File: config.mk
export PLATFORM = sky130hd
export DESIGN_NAME = moore_seq_detector
export DESIGN_NICKNAME = d
export VERILOG_FILES = /design/src/rtl/moore_seq_pkg.sv /design/src/rtl/moore_seq_prefix.sv /design/src/rtl/moore_seq_detector.sv
export SDC_FILE = /design/constraint.sdc
export NUM_CORES = 1
export LEC_CHECK = 0
export ABC_CLOCK_PERIOD_IN_PS = 3090
export BUFFER_PORTS_ARGS = -buffer_cell sky130_fd_sc_hd__buf_2
export CAP_MARGIN = 10
export CORE_MARGIN = 10
export CORE_UTILIZATION = 52
export CTS_CLUSTER_SIZE = 8
export DETAILED_ROUTE_END_ITERATION = 8
export GPL_ROUTABILITY_DRIVEN = 1
export PLACE_DENSITY_LB_ADDON = 0.12
export SYNTH_ARGS = -nofsm -noshare
export SYNTH_HDL_FRONTEND = slang
export SYNTH_HIERARCHICAL = 1
export SYNTH_SLANG_ARGS = --single-unit
File: constraint.sdc
create_clock -name clk -period 3.09 [get_ports clk]
set_clock_uncertainty 0.2 [all_clocks]
set_input_delay 0.4635 -clock clk [delete_from_list [all_inputs] [get_ports clk]]
set_output_delay 0.4635 -clock clk [all_outputs]
set_load 0.005 [all_outputs]
File: src/rtl/moore_seq_pkg.sv
// Shared types and constants for the programmable Moore sequence detector.
package moore_seq_pkg;

  // Pattern length limits accepted at elaboration
  localparam int PAT_W_MIN = 2;
  localparam int PAT_W_MAX = 8;

  // FSM encoding; 2'b11 is unused and recovers to S_FILL
  typedef enum logic [1:0] {
    S_FILL  = 2'b00,
    S_ARMED = 2'b01,
    S_HIT   = 2'b10
  } state_e;

endpackage

File: src/rtl/moore_seq_prefix.sv
// Combinational prefix matcher: for the candidate history/valid count of this
// cycle, finds the longest pattern prefix that ends at the newest sample.
module moore_seq_prefix
  import moore_seq_pkg::*;
#(
  parameter int PAT_W = 4,
  parameter int PW    = $clog2(PAT_W + 1)
) (
  input  logic [PAT_W-1:0] hist_i,
  input  logic [PW-1:0]    vcnt_i,
  input  logic [PAT_W-1:0] pat_i,
  output logic [PW-1:0]    prog_o,
  output logic             match_o
);

  // hit[k]: the newest k samples are valid and equal the first k pattern bits
  logic [PAT_W:1] hit;

  for (genvar k = 1; k <= PAT_W; k++) begin : g_pfx
    assign hit[k] = (vcnt_i >= PW'(k)) && (hist_i[k-1:0] == pat_i[PAT_W-1 -: k]);
  end

  // Longest matching prefix wins; later iterations overwrite shorter ones
  always_comb begin
    prog_o = '0;
    for (int k = 1; k <= PAT_W; k++) begin
      if (hit[k]) prog_o = PW'(k);
    end
  end

  // A full-length prefix is a complete match
  assign match_o = hit[PAT_W];

endmodule

File: src/rtl/moore_seq_detector.sv
// Runtime-programmable Moore sequence detector with overlap control.
// Optional build macro: MOORE_SEQ_MATCH_CNT_EN adds a saturating match counter;
// without it match_cnt is tied to zero.
module moore_seq_detector
  import moore_seq_pkg::*;
#(
  parameter int               PAT_W   = 4,
  parameter logic [PAT_W-1:0] PAT_RST = 4'b1011,
  parameter int               CNT_W   = 8,
  localparam int              PW      = $clog2(PAT_W + 1)
) (
  input  logic             clk,
  input  logic             rst,
  input  logic             en,
  input  logic             x,
  input  logic             overlap,
  input  logic             pattern_ld,
  input  logic [PAT_W-1:0] pattern_in,
  output logic [1:0]       state,
  output logic             z,
  output logic [PW-1:0]    prog,
  output logic [CNT_W-1:0] match_cnt
);

  if (PAT_W < PAT_W_MIN || PAT_W > PAT_W_MAX) begin : g_bad_pat_w
    $error("moore_seq_detector: PAT_W must be in 2..8");
  end

  localparam logic [PW-1:0] VFULL = PW'(PAT_W);

  state_e           state_q, state_d;
  logic [PAT_W-1:0] pat_q, pat_d;
  logic [PAT_W-1:0] hist_q, hist_d;
  logic [PW-1:0]    vcnt_q, vcnt_d;
  logic [PW-1:0]    prog_q, prog_d;

  // Candidate values if this cycle's x is consumed
  logic [PAT_W-1:0] hist_s;
  logic [PW-1:0]    vcnt_s;
  logic [PW-1:0]    prog_s;
  logic             match_s;

  assign hist_s = {hist_q[PAT_W-2:0], x};
  assign vcnt_s = (vcnt_q == VFULL) ? vcnt_q : vcnt_q + PW'(1);

  moore_seq_prefix #(.PAT_W(PAT_W), .PW(PW)) u_prefix (
    .hist_i  (hist_s),
    .vcnt_i  (vcnt_s),
    .pat_i   (pat_q),
    .prog_o  (prog_s),
    .match_o (match_s)
  );

  // Next-state: pattern load beats sampling; a non-overlap hit restarts the
  // window (vcnt and prog to 0) while still entering S_HIT.
  always_comb begin
    state_d = state_q;
    pat_d   = pat_q;
    hist_d  = hist_q;
    vcnt_d  = vcnt_q;
    prog_d  = prog_q;
    if (pattern_ld) begin
      pat_d   = pattern_in;
      hist_d  = '0;
      vcnt_d  = '0;
      prog_d  = '0;
      state_d = S_FILL;
    end else if (en) begin
      hist_d = hist_s;
      vcnt_d = vcnt_s;
      prog_d = prog_s;
      if (match_s) begin
        state_d = S_HIT;
        if (!overlap) begin
          vcnt_d = '0;
          prog_d = '0;
        end
      end else if (vcnt_s == VFULL) begin
        state_d = S_ARMED;
      end else begin
        state_d = S_FILL;
      end
    end else begin
      case (state_q)
        S_HIT:   state_d = (vcnt_q == VFULL) ? S_ARMED : S_FILL;
        S_FILL:  state_d = S_FILL;
        S_ARMED: state_d = S_ARMED;
        default: state_d = S_FILL;
      endcase
    end
  end

  // State and datapath registers
  always_ff @(posedge clk or posedge rst) begin
    if (rst) begin
      state_q <= S_FILL;
      pat_q   <= PAT_RST;
      hist_q  <= '0;
      vcnt_q  <= '0;
      prog_q  <= '0;
    end else begin
      state_q <= state_d;
      pat_q   <= pat_d;
      hist_q  <= hist_d;
      vcnt_q  <= vcnt_d;
      prog_q  <= prog_d;
    end
  end

  assign state = state_q;
  assign z     = (state_q == S_HIT);
  assign prog  = prog_q;

`ifdef MOORE_SEQ_MATCH_CNT_EN
  logic [CNT_W-1:0] cnt_q, cnt_d;
  logic             hit_take;

  // Every accepted match is one entry into S_HIT
  assign hit_take = !pattern_ld && en && match_s;

  // Saturating increment on each match
  always_comb begin
    cnt_d = cnt_q;
    if (hit_take && (cnt_q != {CNT_W{1'b1}})) cnt_d = cnt_q + CNT_W'(1);
  end

  // Match counter register
  always_ff @(posedge clk or posedge rst) begin
    if (rst) cnt_q <= '0;
    else     cnt_q <= cnt_d;
  end

  assign match_cnt = cnt_q;
`else
  assign match_cnt = '0;
`endif

endmodule

; Word level (Yosys, flattened, before mapping)
; Index checks and enable logic that the tools add are counted.
; W data, S select, Z words.
[op_classes]
n_reduce_logical = 5
add_sub_neg = 1
muxes = 21
magnitude_cmp = 4
eq_ne = 8
[ops]
columns = operator, count
row1 = $mux W3, 12
row2 = $mux W2, 5
row3 = $eq A3 B3 Y1 const B, 2
row4 = $ge A3 B2 Y1 const B, 2
row5 = $eq A4 B4 Y1, 1
row6 = $logic_and A1 B1 Y1, 4
row7 = $add A3 B1 Y3 const B, 1
row8 = $eq A3 B3 Y1, 1
row9 = $ge A3 B1 Y1 const B, 1
row10 = $ge A3 B3 Y1 const B, 1
row11 = $mux W1, 3
row12 = $eq A2 B1 Y1 const B, 1
row13 = $eq A2 B2 Y1, 1
row14 = $eq A2 B2 Y1 const B, 1
row15 = $pmux W1 S2, 1
row16 = $reduce_bool A2 Y1, 1
row17 = $eq A1 B1 Y1, 1
[word_totals]
out_inout_bits = 14
regBits = 15
in_bits = 10

; Depth between registers and ports, before layout
; Gate-level depths: netlist of run 1.
[logic_depth]
word_depth = 12
ltp_mapped = 10

; By module
; Netlist of run 1, hierarchy kept.
[modules_own_cells]
columns = mod, area_per_inst_um2, n_inst, seq_area_each_um2, cells_each
row1 = moore_seq_detector, 822.0, 1, 379.1, 77
row2 = moore_seq_prefix, 190.2, 1, 0.0, 27

; Least setup slack after synthesis of run 1
; OpenSTA, ideal clock, no wires.
[synth_timing]
path_type = reg-to-reg
from = register vcnt_q[0]
to = register prog_q[0] (netlist: prog[0])
path_stages_with_launch = 11
path_buffers = 0
arrival_time_ns = 1.875
period_less_slack_ns = 2.153
slack_ns = 0.937
path_cell_list = dfrtp_1 > inv_1 > ha_1 > nand3b_1 > o21a_2 > or2_2 > a211oi_1 > o22ai_1 > a21oi_1 > nand3_1 > a21oi_1
[synth_between]
elab_chain_len = 12
elab_cells_between_ends = 19
classes_between = add/sub (1) / order compare (4) / eq/ne (1) / mux (9) / reduce/logical (4)
[synth_lines]
columns = element, line_no
row1 = start: declaration, moore_seq_detector.sv:34  ; logic [PW-1:0] vcnt_q, vcnt_d;
row2 = start signal: assignment, moore_seq_detector.sv:105  ; vcnt_q <= vcnt_d;
row3 = $add A3 B1 Y3 / $eq A3 B3 Y1 (equally long branches), moore_seq_detector.sv:44  ; assign vcnt_s = (vcnt_q == VFULL) ? vcnt_q : vcnt_q + PW'(1);
row4 = $mux W3 (*), moore_seq_detector.sv:44
row5 = net vcnt_s[2], moore_seq_detector.sv:39  ; logic [PW-1:0] vcnt_s;
row6 = $ge A3 B1 Y1, moore_seq_prefix.sv:20  ; assign hit[k] = (vcnt_i >= PW'(k)) && (hist_i[k-1:0] == pat_i[PAT_W-1 -: k]);
row7 = $logic_and A1 B1 Y1, moore_seq_prefix.sv:20
row8 = $mux W1, moore_seq_prefix.sv:27  ; if (hit[k]) prog_o = PW'(k);
row9 = $mux W2 (2 in series), moore_seq_prefix.sv:27
row10 = $mux W3 (*), moore_seq_prefix.sv:27
row11 = net prog_s[0], moore_seq_detector.sv:40  ; logic [PW-1:0] prog_s;
row12 = $mux W3, moore_seq_detector.sv:74  ; if (!overlap) begin
row13 = $mux W3 (*), moore_seq_detector.sv:72  ; if (match_s) begin
row14 = $mux W3 (*), moore_seq_detector.sv:68  ; end else if (en) begin
row15 = $mux W3 (*), moore_seq_detector.sv:62  ; if (pattern_ld) begin
row16 = end signal: assignment, moore_seq_detector.sv:106  ; prog_q <= prog_d;
row17 = end: declaration, moore_seq_detector.sv:35  ; logic [PW-1:0] prog_q, prog_d;
; The timed path passes the listed nets; every way through them passes the cells marked *. The select of a mux whose other input is x is not followed.
; A chain may end at the register's enable or synchronous reset.

; Worst setup path after layout of run 1
; Same ends and word-level chain as after synthesis.

==> qor.yml, run 1 <==
outcome:
  result_of_the_run: "complete, no violations"
die:
  initial_utilization_pct: 56.8
  vertical_die_dimension_um: 64.1
  design.die.area_um2: 4110
  horiz_die_dim_um: 64.1
  io-pin-count: 24
  core.rowCount: 15
  design.core.area_um2: 1780
clocking:
  clock_slew_at_reported_path_ffs_ps: 90
  cts_htree_levels: 1
  cts_buffers: 3
  ctsRootBufferMaster: "clkbuf_4"
  cts_num_sinks: 15
  ctsResizeCount: 0
  max-clock-path-buffers: 2
  cts_tree: "built"
  post_cts.repair.setup_buffers: 0
  postCtsHoldBufs: 0
  clock_latency_ps: 280
synth:
  synth_top_family_by_area: "simple AND/OR/NAND/NOR gates"
  synth.area.mux_share_pct: 7.42
  mappedNetlistArea_um2: 1010
  synth_flop_cell: "dfrtp_1"
  synth_top_cell_area_share_pct: 29.7
  yosys-top-cells-area: "dfrtp_1 (30%), dfstp_2 (7.8%), buf_4 (6.7%), ha_1 (4.9%), a21oi_1 (4.4%)"
  synth_async_sr_flop_share_pct: 100
  syn_avg_cell_area_um2: 9.73
  ys_warn_count: 6
  synth_enable_flop_cells: 0
  synth_simple_gate_area_share_pct: 17.9
  synth-xor-area-share_pct: 5.19
  synth_cell_type_count: 35
  syn-instance-count: 104
  postSynthRegisterBits: 15
  synth_seq_area_share_pct: 37.5
  netlist_top_cells_count: "dfrtp_1 (12), a21oi_1 (9), buf_4 (9), inv_1 (9), nand2b_1 (6)"
  most_numerous_cell_in_the_yosys_netlist: "dfrtp_1"
  post_synth_fa_ha_maj_area_fraction_pct: 4.94
  synth_compound_gate_area_share_pct: 12.6
  synth_largest_area_cell: "dfrtp_1"
detailed_routing:
  detail_route.wl_per_cell_um: 13.6
  drtIter0Drc: 10
  via_count: 722
  routed_via_density: 5.16
  postRouteAntennaNets: 0
  dr.pass1.iters: 4
  detail_route.wirelength_mm: 1.90
  drc_errors: 0
critical_path:
  worstPathArrival_ps: 2370
  critical_path.endpoint_type: "flip-flop"
  startpoint_type: "flip-flop"
  critPathRequiredTime_ps: 3100
  critical_path_peak_fanout: 5
  criticalPathCategory: "flip-flop to flip-flop"
  startpoint: "vcnt_q[0]$_DFFE_PP0P_"
  regToRegStartpoint: "vcnt_q[0]$_DFFE_PP0P_"
cells_and_area:
  area_growth_pct: 5.07
  fin_area_um2: 1060
  final.fill_count: 166
  drive_gt1_share_pct: 27.8
  antenna_cells: 0
  design.final.nets: 130
place:
  port_buffers: 15
  placed_area_um2: 1040
  hpwl_mm: 1.48
  place.gp.congestion: 0.752
  place_worst_setup_slack_ps: 760
sta:
  finalMaxSlewViolations: 0
  timing.fmax_ghz: 0.423
  layout_setup_ws_ps: 728
  timing_hold_violations_final: 0
  shortest_period_the_worst_path_allows_ps: 2360
  setup_repair_after_global_routing_missed_its_margin: "no"
  max_slew.worst_pin.slew_ps: 566
  finalSetupViolCount: 0
  max-slew-margin-rel_pct: 62.3
  final.period_utilization_pct: 76.4
  totalNegativeSetupSlack_ps: 0
pwr:
  switching_share_pct: 28.2
  power.net_switching_uw: 116
  internal_power_uw: 294
  powerDensity_nw_per_um2: 386
  peakVddDrop_v: 0.000228
  cellLeakagePower_nw: 0.507
  sequentialPowerShare_pct: 54.2
  clock_network_fraction_of_design_power_pct: 26.7
  pwr-share-comb_pct: 19.0
min_path:
  hold_path_class: "primary input to asynchronous set/reset pin"
global_route:
  grt_pass1_wl_mm: 3.44
  antenna_found_initial: 0
  global_router_s_overall_resource_usage_pct: 9.82
  global_route.overflow_total: 0
  grt_pass1_vias: 762
  grt_start_max_net_pins: 19
job:
  maxCapViolations: 0
==> routing by layer <==
| layer | GRT usage (%) | routed length [um] | vias up |
|---|---|---|---|
| li1 | - | - | 360 |
| met4 | 3.21 | 12 | 0 |
| met5 | 0 | 0 | - |
| met2 | 16.8 | 991 | 12 |
| met3 | 3.66 | 125 | 2 |
| met1 | 11.0 | 771 | 348 |
==> critical path, stage by stage (launching register included) <==
cell	delay [ps]
dfrtp_1	410
inv_1	60
ha_1	230
nand3b_1	190
o21a_2	150
or2_2	320
a211oi_1	240
o22ai_1	90
a21oi_1	150
nand3_1	90
a21oi_1	160
==> state kept, by name, indices dropped and copies added (netlist names) <==
signal  count
pat_q       4
hist_q      3
state       2
prog        3
vcnt_q      3
==> layout make-up <==
class | instances | area (um^2) | area share, %
clock buffers | 3 | 22.5 | 2.12
multi-input cells | 72 | 517 | 48.6
inverters | 9 | 33.8 | 3.18
well taps | 25 | 31.3 | 2.94
flip-flops and latches | 15 | 379 | 35.6
clock inverters | 1 | 5.00 | 0.471
repair buffers | 15 | 75.1 | 7.06
==> final timing paths <==
| check | end | slack, ps | depth (start not counted) |
|---|---|---|---|
| setup / recovery | prog[0]$_DFFE_PP0P_ | 730 | 10 |
| hold / removal | hist_q[1]$_DFFE_PP0P_ | 30 | 2 |
| setup reg to reg | prog[0]$_DFFE_PP0P_ | 730 | 10 |
| hold reg to reg | prog[0]$_DFFE_PP0P_ | 340 | 2 |
| max in group asynchronous | pat_q[3]$_DFFE_PP1P_ | 2290 | 2 |
| min in group clk | pat_q[3]$_DFFE_PP1P_ | 210 | 2 |
==> cell families (layout without fill, tap and decap cells) <==
kind of cell | count (synthesis) | after routing
XOR/XNOR | 6 | 6
other | 1 | 8
adder cells (fa/ha/maj) | 4 | 4
flip-flops | 15 | 15
AND/OR/NAND/NOR | 27 | 27
multiplexers | 7 | 7
buffers and inverters | 24 | 28
AO/OA/AOI/OAI | 20 | 20
==> through the flow <==
stage	hold slack, ps	total power [mW]	util [%]	std cells
floorplan	163	0.296	-	111
global placement	307	0.302	58.1	136
detailed placement	321	0.305	58.1	136
CTS	36.3	0.418	59.6	140
global route	54.6	0.444	59.6	140
finish	26.3	0.410	59.6	140
==> power groups by stage <==
stage | clock network, mW | logic, mW | registers, mW
finish | 0.110 | 0.0781 | 0.223
global route | 0.129 | 0.0897 | 0.225
CTS | 0.116 | 0.0784 | 0.223
detailed placement | 0 | 0.0779 | 0.227
global placement | 0 | 0.0759 | 0.226
floorplan | 0 | 0.0755 | 0.220
==> cells in the final DEF (no fill, tap or decap), drive strengths merged, types with 3 or more instances in the layout <==
master	count
inv	9
mux2	4
xor2	4
ha	4
nand2	3
nand2b	6
buf	15
conb	8
dfstp	3
nor2	4
a21oi	9
nand3	5
dfrtp	12
clkbuf	3
mux2i	3
Power figures use the tool's default switching activity.
==> run 2: changes to the inputs <==
--- a/config.mk
+++ b/config.mk
@@ -5,7 +5,8 @@
 export SDC_FILE = /design/constraint.sdc
 export NUM_CORES = 1
 export LEC_CHECK = 0
-export ABC_CLOCK_PERIOD_IN_PS = 3090
+export ABC_AREA = 1
+export ABC_CLOCK_PERIOD_IN_PS = 2220
 export BUFFER_PORTS_ARGS = -buffer_cell sky130_fd_sc_hd__buf_2
 export CAP_MARGIN = 10
 export CORE_MARGIN = 10
==> constraint.sdc (replaced) <==
create_clock -name clk -period 2.22 [get_ports clk]
set_clock_uncertainty 0.2 [all_clocks]
set_input_delay 0.333 -clock clk [delete_from_list [all_inputs] [get_ports clk]]
set_output_delay 0.333 -clock clk [all_outputs]
set_load 0.005 [all_outputs]
==> run 2 against run 1 <==
  * Maximum frequency is 19% higher
  * Routed wire length is 21% higher
  * Largest power group unchanged
  * Clock-buffer cell count stayed put
  * Setup slack worse by 490 ps
==> qor.yml, run 2 <==
critical_path:
  crit_slowest_cell: "dfrtp_1"
  startpoint: "vcnt_q[1]$_DFFE_PP0P_"
  cp_top_family: "simple AND/OR/NAND/NOR gates"
  criticalPathCategory: "flip-flop to flip-flop"
  regToRegStartpoint: "vcnt_q[1]$_DFFE_PP0P_"
  rr_worst_depth: 13  # +3
  critical_path_peak_fanout: 6  # +1
  critical_path_buffer_and_inverter_count: 3  # +2
  critPathRequiredTime_ps: 2210  # -890 ps
  cp_cell_sequence: "inv_1 > ha_1 > nand2_1 > nand3_1 > inv_1 > a21oi_2 > nand3_2 > nor2_4 > inv_1 > nor2_2 > nor2_4 > nand2_1 > o21ai_2"
  critical_path_cell_count: 13  # +3
  worstPathArrival_ps: 1970  # -400 ps
  rr_endpoint: "vcnt_q[1]$_DFFE_PP0P_"
  critPathMostFrequentCell: "inv_1"
  critical_path.endpoint_type: "flip-flop"
  startpoint_type: "flip-flop"
  r2r_setup_slack_ps: 240  # -490 ps
  cp_slowest_stage_delay_ps: 390  # -20 ps
  setup.worst_path.end: "vcnt_q[1]$_DFFE_PP0P_"
global_route:
  global_route.overflow_total: 0  # unchanged
  grt_pass1_wl_mm: 3.95  # +15%
  global_route.usage.met2_pct: 18.0  # +1.2 points
  antenna_found_initial: 0  # unchanged
  global_router_s_overall_resource_usage_pct: 11.5  # +1.7 points
  grt_pass1_vias: 920  # +21%
  grtUsageMet3_pct: 3.09  # -0.57 points
  grt_start_max_net_pins: 16  # -3
  grt_use_met1_pct: 14.1  # +3.1 points
  grt_busiest_layer: "met2"
synth:
  synth_flop_cell: "dfrtp_1"
  mappedNetlistArea_um2: 1050  # +3.3%
  yosys-top-cells-area: "dfrtp_1 (29%), nand2_1 (23%), inv_1 (8.3%), dfstp_2 (7.5%), buf_4 (6.5%)"
  synth_seq_area_share_pct: 36.2  # -1.2 points
  most_numerous_cell_in_the_yosys_netlist: "nand2_1"
  synth_async_sr_flop_share_pct: 100  # unchanged
  synth_top_cell_area_share_pct: 28.7  # -0.96 points
  ys_warn_count: 6  # unchanged
  syn_avg_cell_area_um2: 6.75  # -31%
  postSynthRegisterBits: 15  # unchanged
  synth_cell_type_count: 21  # -40%
  syn-instance-count: 155  # +49%
  netlist_top_cells_count: "nand2_1 (63), inv_1 (23), dfrtp_1 (12), nor2_1 (12), buf_4 (9)"
  synth_enable_flop_cells: 0  # unchanged
  synth_largest_area_cell: "dfrtp_1"
pwr:
  cellLeakagePower_nw: 0.670  # +32%
  internal_power_uw: 415  # +41%
  sequentialPowerShare_pct: 49.7  # -4.5 points
  pwr-share-comb_pct: 24.2  # +5.2 points
  switching_share_pct: 33.3  # +5.0 points
  clock_network_fraction_of_design_power_pct: 26.1  # -0.6 points
  power.net_switching_uw: 207  # +78%
  powerDensity_nw_per_um2: 528  # +37%
  peakVddDrop_v: 0.000363  # +59%
  total_power_uw: 621  # +51%
cells_and_area:
  antenna_cells: 0  # unchanged
  area_growth_pct: 12.6
  final.fill_count: 197  # +19%
  layout.cells.most_common_list: "nand2_1 (63), inv_1 (23), buf_2 (15), dfrtp_1 (12), nor2_1 (11)"
  design.final.nets: 190  # +46%
  flip_flop_count_of_the_largest_register_after_layout: 4  # unchanged
  largest_reg_by_ff_count: "pat_q"
  drive_gt1_share_pct: 23.4  # -4.4 points
  layout_commonest_cell: "nand2_1"
  final_core_utilization_pct: 60.6  # +0.98 points
detailed_routing:
  dr.pass1.iters: 4  # unchanged
  via_count: 924  # +28%
  postRouteAntennaNets: 0  # unchanged
  drc_errors: 0  # unchanged
  detail_route.wirelength_mm: 2.31  # +21%
  detail_route.wl_per_cell_um: 11.4  # -16%
  drtIter0Drc: 29  # +19
  routed_via_density: 4.57  # -11%
clocking:
  cts_num_sinks: 15  # unchanged
  clock_latency_ps: 290  # about the same
  cts_htree_levels: 1  # unchanged
  max-clock-path-buffers: 2  # unchanged
  cts_tree: "built"
  clock_slew_at_reported_path_ffs_ps: 90  # about the same
  cts_buffers: 3  # unchanged
  ctsRootBufferMaster: "clkbuf_4"
sta:
  finalSetupViolCount: 0  # unchanged
  final.period_utilization_pct: 89.3  # +13 points
  finalMaxSlewViolations: 0  # unchanged
  max_slew.worst_pin.slew_ps: 555  # -10.3 ps
  max-slew-margin-rel_pct: 62.9  # +0.69 points
  timing_hold_violations_final: 0  # unchanged
  shortest_period_the_worst_path_allows_ps: 1980  # -380 ps
  layout_setup_ws_ps: 238  # -490 ps
  timing.fmax_ghz: 0.504  # +19%
  totalNegativeSetupSlack_ps: 0  # unchanged
  setup_repair_after_global_routing_missed_its_margin: "no"
die:
  design.core.area_um2: 1940  # +8.9%
  vertical_die_dimension_um: 64.9  # +1.1%
  design.die.area_um2: 4210  # +2.3%
  horiz_die_dim_um: 64.9  # +1.1%
  initial_utilization_pct: 53.9  # -2.9 points
  io-pin-count: 24  # unchanged
  core.rowCount: 16  # +1
job:
  maxCapViolations: 0  # unchanged
min_path:
  hold_path_class: "primary input to flip-flop"
place:
  hpwl_mm: 1.89  # +28%
  port_buffers: 15  # unchanged
  place_worst_setup_slack_ps: 111  # -649 ps
  place.gp.congestion: 0.838  # +11%
outcome:
  result_of_the_run: "complete, no violations"
run 2: cell types whose count changed in the layout (fill, tap and decap cells not counted), moves of 4 or more:
cell / delta
a21oi_1: -7
nand2_1: +60
nand2b_1: -6
inv_1: +14
xor2_1: -4
nor2_1: +7
mux2_2: -4
run 2: power by group through the flow:
stage / registers [mW] / clock network [mW] / logic [mW]
finish: 0.309 / 0.162 / 0.151
global route: 0.311 / 0.179 / 0.175
CTS: 0.309 / 0.164 / 0.146
detailed placement: 0.314 / 0 / 0.143
global placement: 0.313 / 0 / 0.139
floorplan: 0.310 / 0 / 0.112
run 2: area by class of cell:
class | instances | area, um^2 | area share (%)
Clock buffer | 3 | 22.5 | 1.91
Clock inverter | 1 | 5.00 | 0.425
Inverter | 28 | 110 | 9.35
Multi-Input combinational cell | 110 | 527 | 44.7
Sequential cell | 15 | 379 | 32.2
Tap cell | 27 | 33.8 | 2.87
Timing Repair Buffer | 18 | 100 | 8.50
run 2: how the worst min path moves through the flow:
stage / from / end / cells after the start
floorplan: rst / hist_q[0]$_DFFE_PP0P_ / 1
global placement: rst / pat_q[2]$_DFFE_PP0P_ / 2
detailed placement: rst / prog[1]$_DFFE_PP0P_ / 2
CTS: pattern_in[3] / pat_q[3]$_DFFE_PP1P_ / 3
global route: pattern_in[3] / pat_q[3]$_DFFE_PP1P_ / 3
finish: pattern_in[3] / pat_q[3]$_DFFE_PP1P_ / 3
run 2: worst min-delay path: stages:
cell,delay (ps)
buf_2,90
nand2_1,50
nand2_1,50
run 2: routing by layer:
layer | part of all wire (%) | up-vias
li1 | - | 482
met1 | 45 | 411
met5 | 0 | -
met2 | 46 | 24
met4 | 2.5 | 0
met3 | 6.1 | 7
run 2: kinds of logic after synthesis:
group | after synthesis | share of synthesized area, %
AOI/OAI and AO/OA | 9 | 5.14
adders and majority gates | 4 | 4.78
buffers and inverters | 37 | 17.0
DFF | 15 | 36.2
other | 1 | 0.359
and+or+nand+nor | 89 | 36.5
run 2: repair_timing:
action,4_1_cts,5_1_grt
hold endpoints to repair,12,0
endpoints found under the setup margin,0,6
hold buffers,1,0
gates resized for setup,0,3
buffers inserted,0,1
run 2: stage by stage:
| stage | hold WS, ps | instances | area, um^2 |
|---|---|---|---|
| floorplan | 32.3 | 162 | 1070 |
| CTS | 25.9 | 201 | 1160 |
| global route | 28.7 | 202 | 1180 |
| finish | 24.3 | 202 | 1180 |
| detailed placement | 213 | 196 | 1120 |
| global placement | 205 | 196 | 1120 |
==> run 3: changes to the inputs <==
--- a/config.mk
+++ b/config.mk
@@ -6,11 +6,11 @@
 export NUM_CORES = 1
 export LEC_CHECK = 0
 export ABC_AREA = 1
-export ABC_CLOCK_PERIOD_IN_PS = 2220
+export ABC_CLOCK_PERIOD_IN_PS = 2400
 export BUFFER_PORTS_ARGS = -buffer_cell sky130_fd_sc_hd__buf_2
 export CAP_MARGIN = 10
 export CORE_MARGIN = 10
-export CORE_UTILIZATION = 52
+export CORE_UTILIZATION = 56
 export CTS_CLUSTER_SIZE = 8
 export DETAILED_ROUTE_END_ITERATION = 8
 export GPL_ROUTABILITY_DRIVEN = 1
==> constraint.sdc (replaced) <==
create_clock -name clk -period 2.4 [get_ports clk]
set_clock_uncertainty 0.2 [all_clocks]
set_input_delay 0.36 -clock clk [delete_from_list [all_inputs] [get_ports clk]]
set_output_delay 0.36 -clock clk [all_outputs]
set_load 0.005 [all_outputs]
==> run 3 against run 2 <==
  * Die area decreased by 5.0%
  * Power decreased by 9.4%
  * Global-route usage decreased by 1.2 points
  * Final area decreased by 1.8%
  * Worst hold slack improved by 28 ps
  * Critical path depth unchanged
  * Cell count decreased by 2.0%
  * First-iteration DRC count decreased by 14%
  * Flip-flop and latch count unchanged
  * Clock power decreased by 9%
==> qor.yml, run 3 (synthesis results as in run 2) <==
detailed_routing:
  dr.pass1.iters: 4  # unchanged
  detail_route.wirelength_mm: 2.10  # -9.1%
  via_count: 878  # -5.0%
  routed_via_density: 4.43  # -3.1%
  detail_route.wl_per_cell_um: 10.6  # -7.2%
  postRouteAntennaNets: 0  # unchanged
  drc_errors: 0  # unchanged
  drtIter0Drc: 25  # -14%
sta:
  setup_repair_after_global_routing_missed_its_margin: "no"
  finalMaxSlewViolations: 0  # unchanged
  timing.fmax_ghz: 0.470  # -6.7%
  totalNegativeSetupSlack_ps: 0  # unchanged
  timing_hold_violations_final: 0  # unchanged
  final.period_utilization_pct: 88.6  # -0.73 points
  layout_setup_ws_ps: 275  # +36.8 ps
  max_slew.worst_pin.slew_ps: 562  # +6.28 ps
  shortest_period_the_worst_path_allows_ps: 2130  # +143 ps
  finalSetupViolCount: 0  # unchanged
  max-slew-margin-rel_pct: 62.5  # -0.42 points
critical_path:
  critical_path_cell_count: 13  # unchanged
  setup.worst_path.end: "vcnt_q[1]$_DFFE_PP0P_"
  critical_path_buffer_and_inverter_count: 3  # unchanged
  r2r_setup_slack_ps: 270  # +40 ps
  regToRegStartpoint: "vcnt_q[0]$_DFFE_PP0P_"
  startpoint: "vcnt_q[0]$_DFFE_PP0P_"
  worstPathArrival_ps: 2110  # +140 ps
  crit_slowest_cell: "dfrtp_1"
  cp_slowest_stage_delay_ps: 420  # +30 ps
  startpoint_type: "flip-flop"
  critical_path.endpoint_type: "flip-flop"
  rr_endpoint: "vcnt_q[1]$_DFFE_PP0P_"
  criticalPathCategory: "flip-flop to flip-flop"
  critPathRequiredTime_ps: 2380  # +170 ps
  critical_path_peak_fanout: 6  # unchanged
  cp_top_family: "simple AND/OR/NAND/NOR gates"
  cp_cell_sequence: "inv_1 > ha_1 > nand2_1 > nand3_2 > inv_1 > a21oi_1 > nand3_1 > nor2_4 > inv_1 > nor2_1 > nor2_4 > nand2_1 > o21ai_2"
  critPathMostFrequentCell: "inv_1"
  rr_worst_depth: 13  # unchanged
place:
  hpwl_mm: 1.75  # -7.1%
  port_buffers: 15  # unchanged
  place_worst_setup_slack_ps: 226  # +115 ps
  placed_area_um2: 1110  # -0.89%
  place.gp.congestion: 0.832  # -0.72%
pwr:
  switching_share_pct: 32.4  # -0.90 points
  sequentialPowerShare_pct: 50.6  # +0.9 points
  power.net_switching_uw: 182  # -12%
  pwr-share-comb_pct: 23.0  # -1.2 points
  internal_power_uw: 381  # -8.2%
  peakVddDrop_v: 0.000384  # +6.0%
  clock_network_fraction_of_design_power_pct: 26.3  # +0.2 points
  powerDensity_nw_per_um2: 487  # -7.7%
  cellLeakagePower_nw: 0.663  # -1.0%
global_route:
  global_route.overflow_total: 0  # unchanged
  grt_pass1_wl_mm: 3.44  # -13%
  grt_start_max_net_pins: 16  # unchanged
  antenna_found_initial: 0  # unchanged
  global_router_s_overall_resource_usage_pct: 10.3  # -1.2 points
  grt_pass1_vias: 770  # -16%
die:
  core.rowCount: 15  # -1
  design.die.area_um2: 4000  # -5.0%
  design.core.area_um2: 1750  # -10%
  io-pin-count: 24  # unchanged
  horiz_die_dim_um: 63.2  # -2.5%
  vertical_die_dimension_um: 63.2  # -2.5%
  initial_utilization_pct: 59.9  # +6.1 points
clocking:
  cts_htree_levels: 1  # unchanged
  clock_latency_ps: 280  # about the same
  clock_slew_at_reported_path_ffs_ps: 100  # about the same
  ctsRootBufferMaster: "clkbuf_4"
  cts_buffers: 3  # unchanged
  cts_num_sinks: 15  # unchanged
  max-clock-path-buffers: 2  # unchanged
  cts_tree: "built"
cells_and_area:
  layout.cells.most_common_list: "nand2_1 (63), inv_1 (23), buf_2 (15), nor2_1 (12), dfrtp_1 (12)"
  area_growth_pct: 10.5
  layout_commonest_cell: "nand2_1"
  flip_flop_count_of_the_largest_register_after_layout: 4  # unchanged
  drive_gt1_share_pct: 21.4  # -2.0 points
  design.final.nets: 188  # -1.1%
  fin_area_um2: 1160  # -1.8%
  antenna_cells: 0  # unchanged
  largest_reg_by_ff_count: "pat_q"
outcome:
  result_of_the_run: "complete, no violations"
job:
  maxCapViolations: 0  # unchanged
min_path:
  timing.hold.worst.start: "pattern_in[3]"
  hold_path_class: "primary input to flip-flop"
-- run 3: cell count changes in the layout (fill, tap and decap cells not counted) --
cell,change
buf_4,-2
a21oi_2,-1
clkinvlp_4,+1
clkinv_2,-1
nor2_2,-1
a21oi_1,+1
nor2_1,+1
-- run 3: through the flow --
step                std cells  hold slack [ps]  utilization, %  power (mW)
global placement          193              229            63.7       0.414
global route              198             57.3            66.2       0.602
detailed placement        193              244            63.7       0.416
CTS                       198             45.6            65.9       0.569
finish                    198             52.0            66.2       0.563
floorplan                 162             59.3               -       0.390
-- run 3: worst register-to-register path, cell delays in order, from the launching register on --
cell	delay [ps]
dfrtp_1	420
inv_1	80
ha_1	160
nand2_1	100
nand3_2	140
inv_1	50
a21oi_1	150
nand3_1	140
nor2_4	120
inv_1	80
nor2_1	180
nor2_4	80
nand2_1	70
o21ai_2	50
-- run 3: how the worst min path moves through the flow --
| stage | depth (start not counted) | slack [ps] | end |
|---|---|---|---|
| 6_report | 3 | 50 | pat_q[3]$_DFFE_PP1P_ |
| 3_5_place_dp | 2 | 240 | hist_q[2]$_DFFE_PP0P_ |
| 5_1_grt | 3 | 60 | pat_q[3]$_DFFE_PP1P_ |
| 2_1_floorplan | 1 | 60 | hist_q[0]$_DFFE_PP0P_ |
| 3_3_place_gp | 2 | 230 | hist_q[2]$_DFFE_PP0P_ |
| 4_1_cts | 3 | 50 | pat_q[3]$_DFFE_PP1P_ |
-- run 3: layout make-up --
class                      instances  area [um^2]
clock inverter                     1         7.51
fill                             169          589
multi-input combinational        110          520
inverter                          28          110
timing repair buffer              16         85.1
clock buffer                       3         22.5
sequential                        15          379
tap                               25         31.3
-- run 3: power groups by stage --
stage          registers [mW]  clock network [mW]  logic [mW]
2_1_floorplan           0.287                   0       0.104
3_3_place_gp            0.289                   0       0.125
3_5_place_dp            0.290                   0       0.127
4_1_cts                 0.285               0.155       0.129
5_1_grt                 0.288               0.162       0.152
6_report                0.285               0.148       0.130
-- run 3: routing by layer --
metal	up-vias	global-route usage [%]	part of all wire, %	routed length (um)
met1	383	14.0	52	1090
met3	2	2.47	4.1	86
met4	0	4.10	0.57	12
li1	479	-	-	-
met5	-	0	0	0
met2	14	15.1	43	911
-- run 3: timing repair --
action / 4_1_cts / 5_1_grt
hold buffers: 1 / 0
setup endpoints to repair: 0 / 6
setup buffers: 0 / 0
gates resized for setup: 0 / 1
hold endpoints to repair: 12 / 0
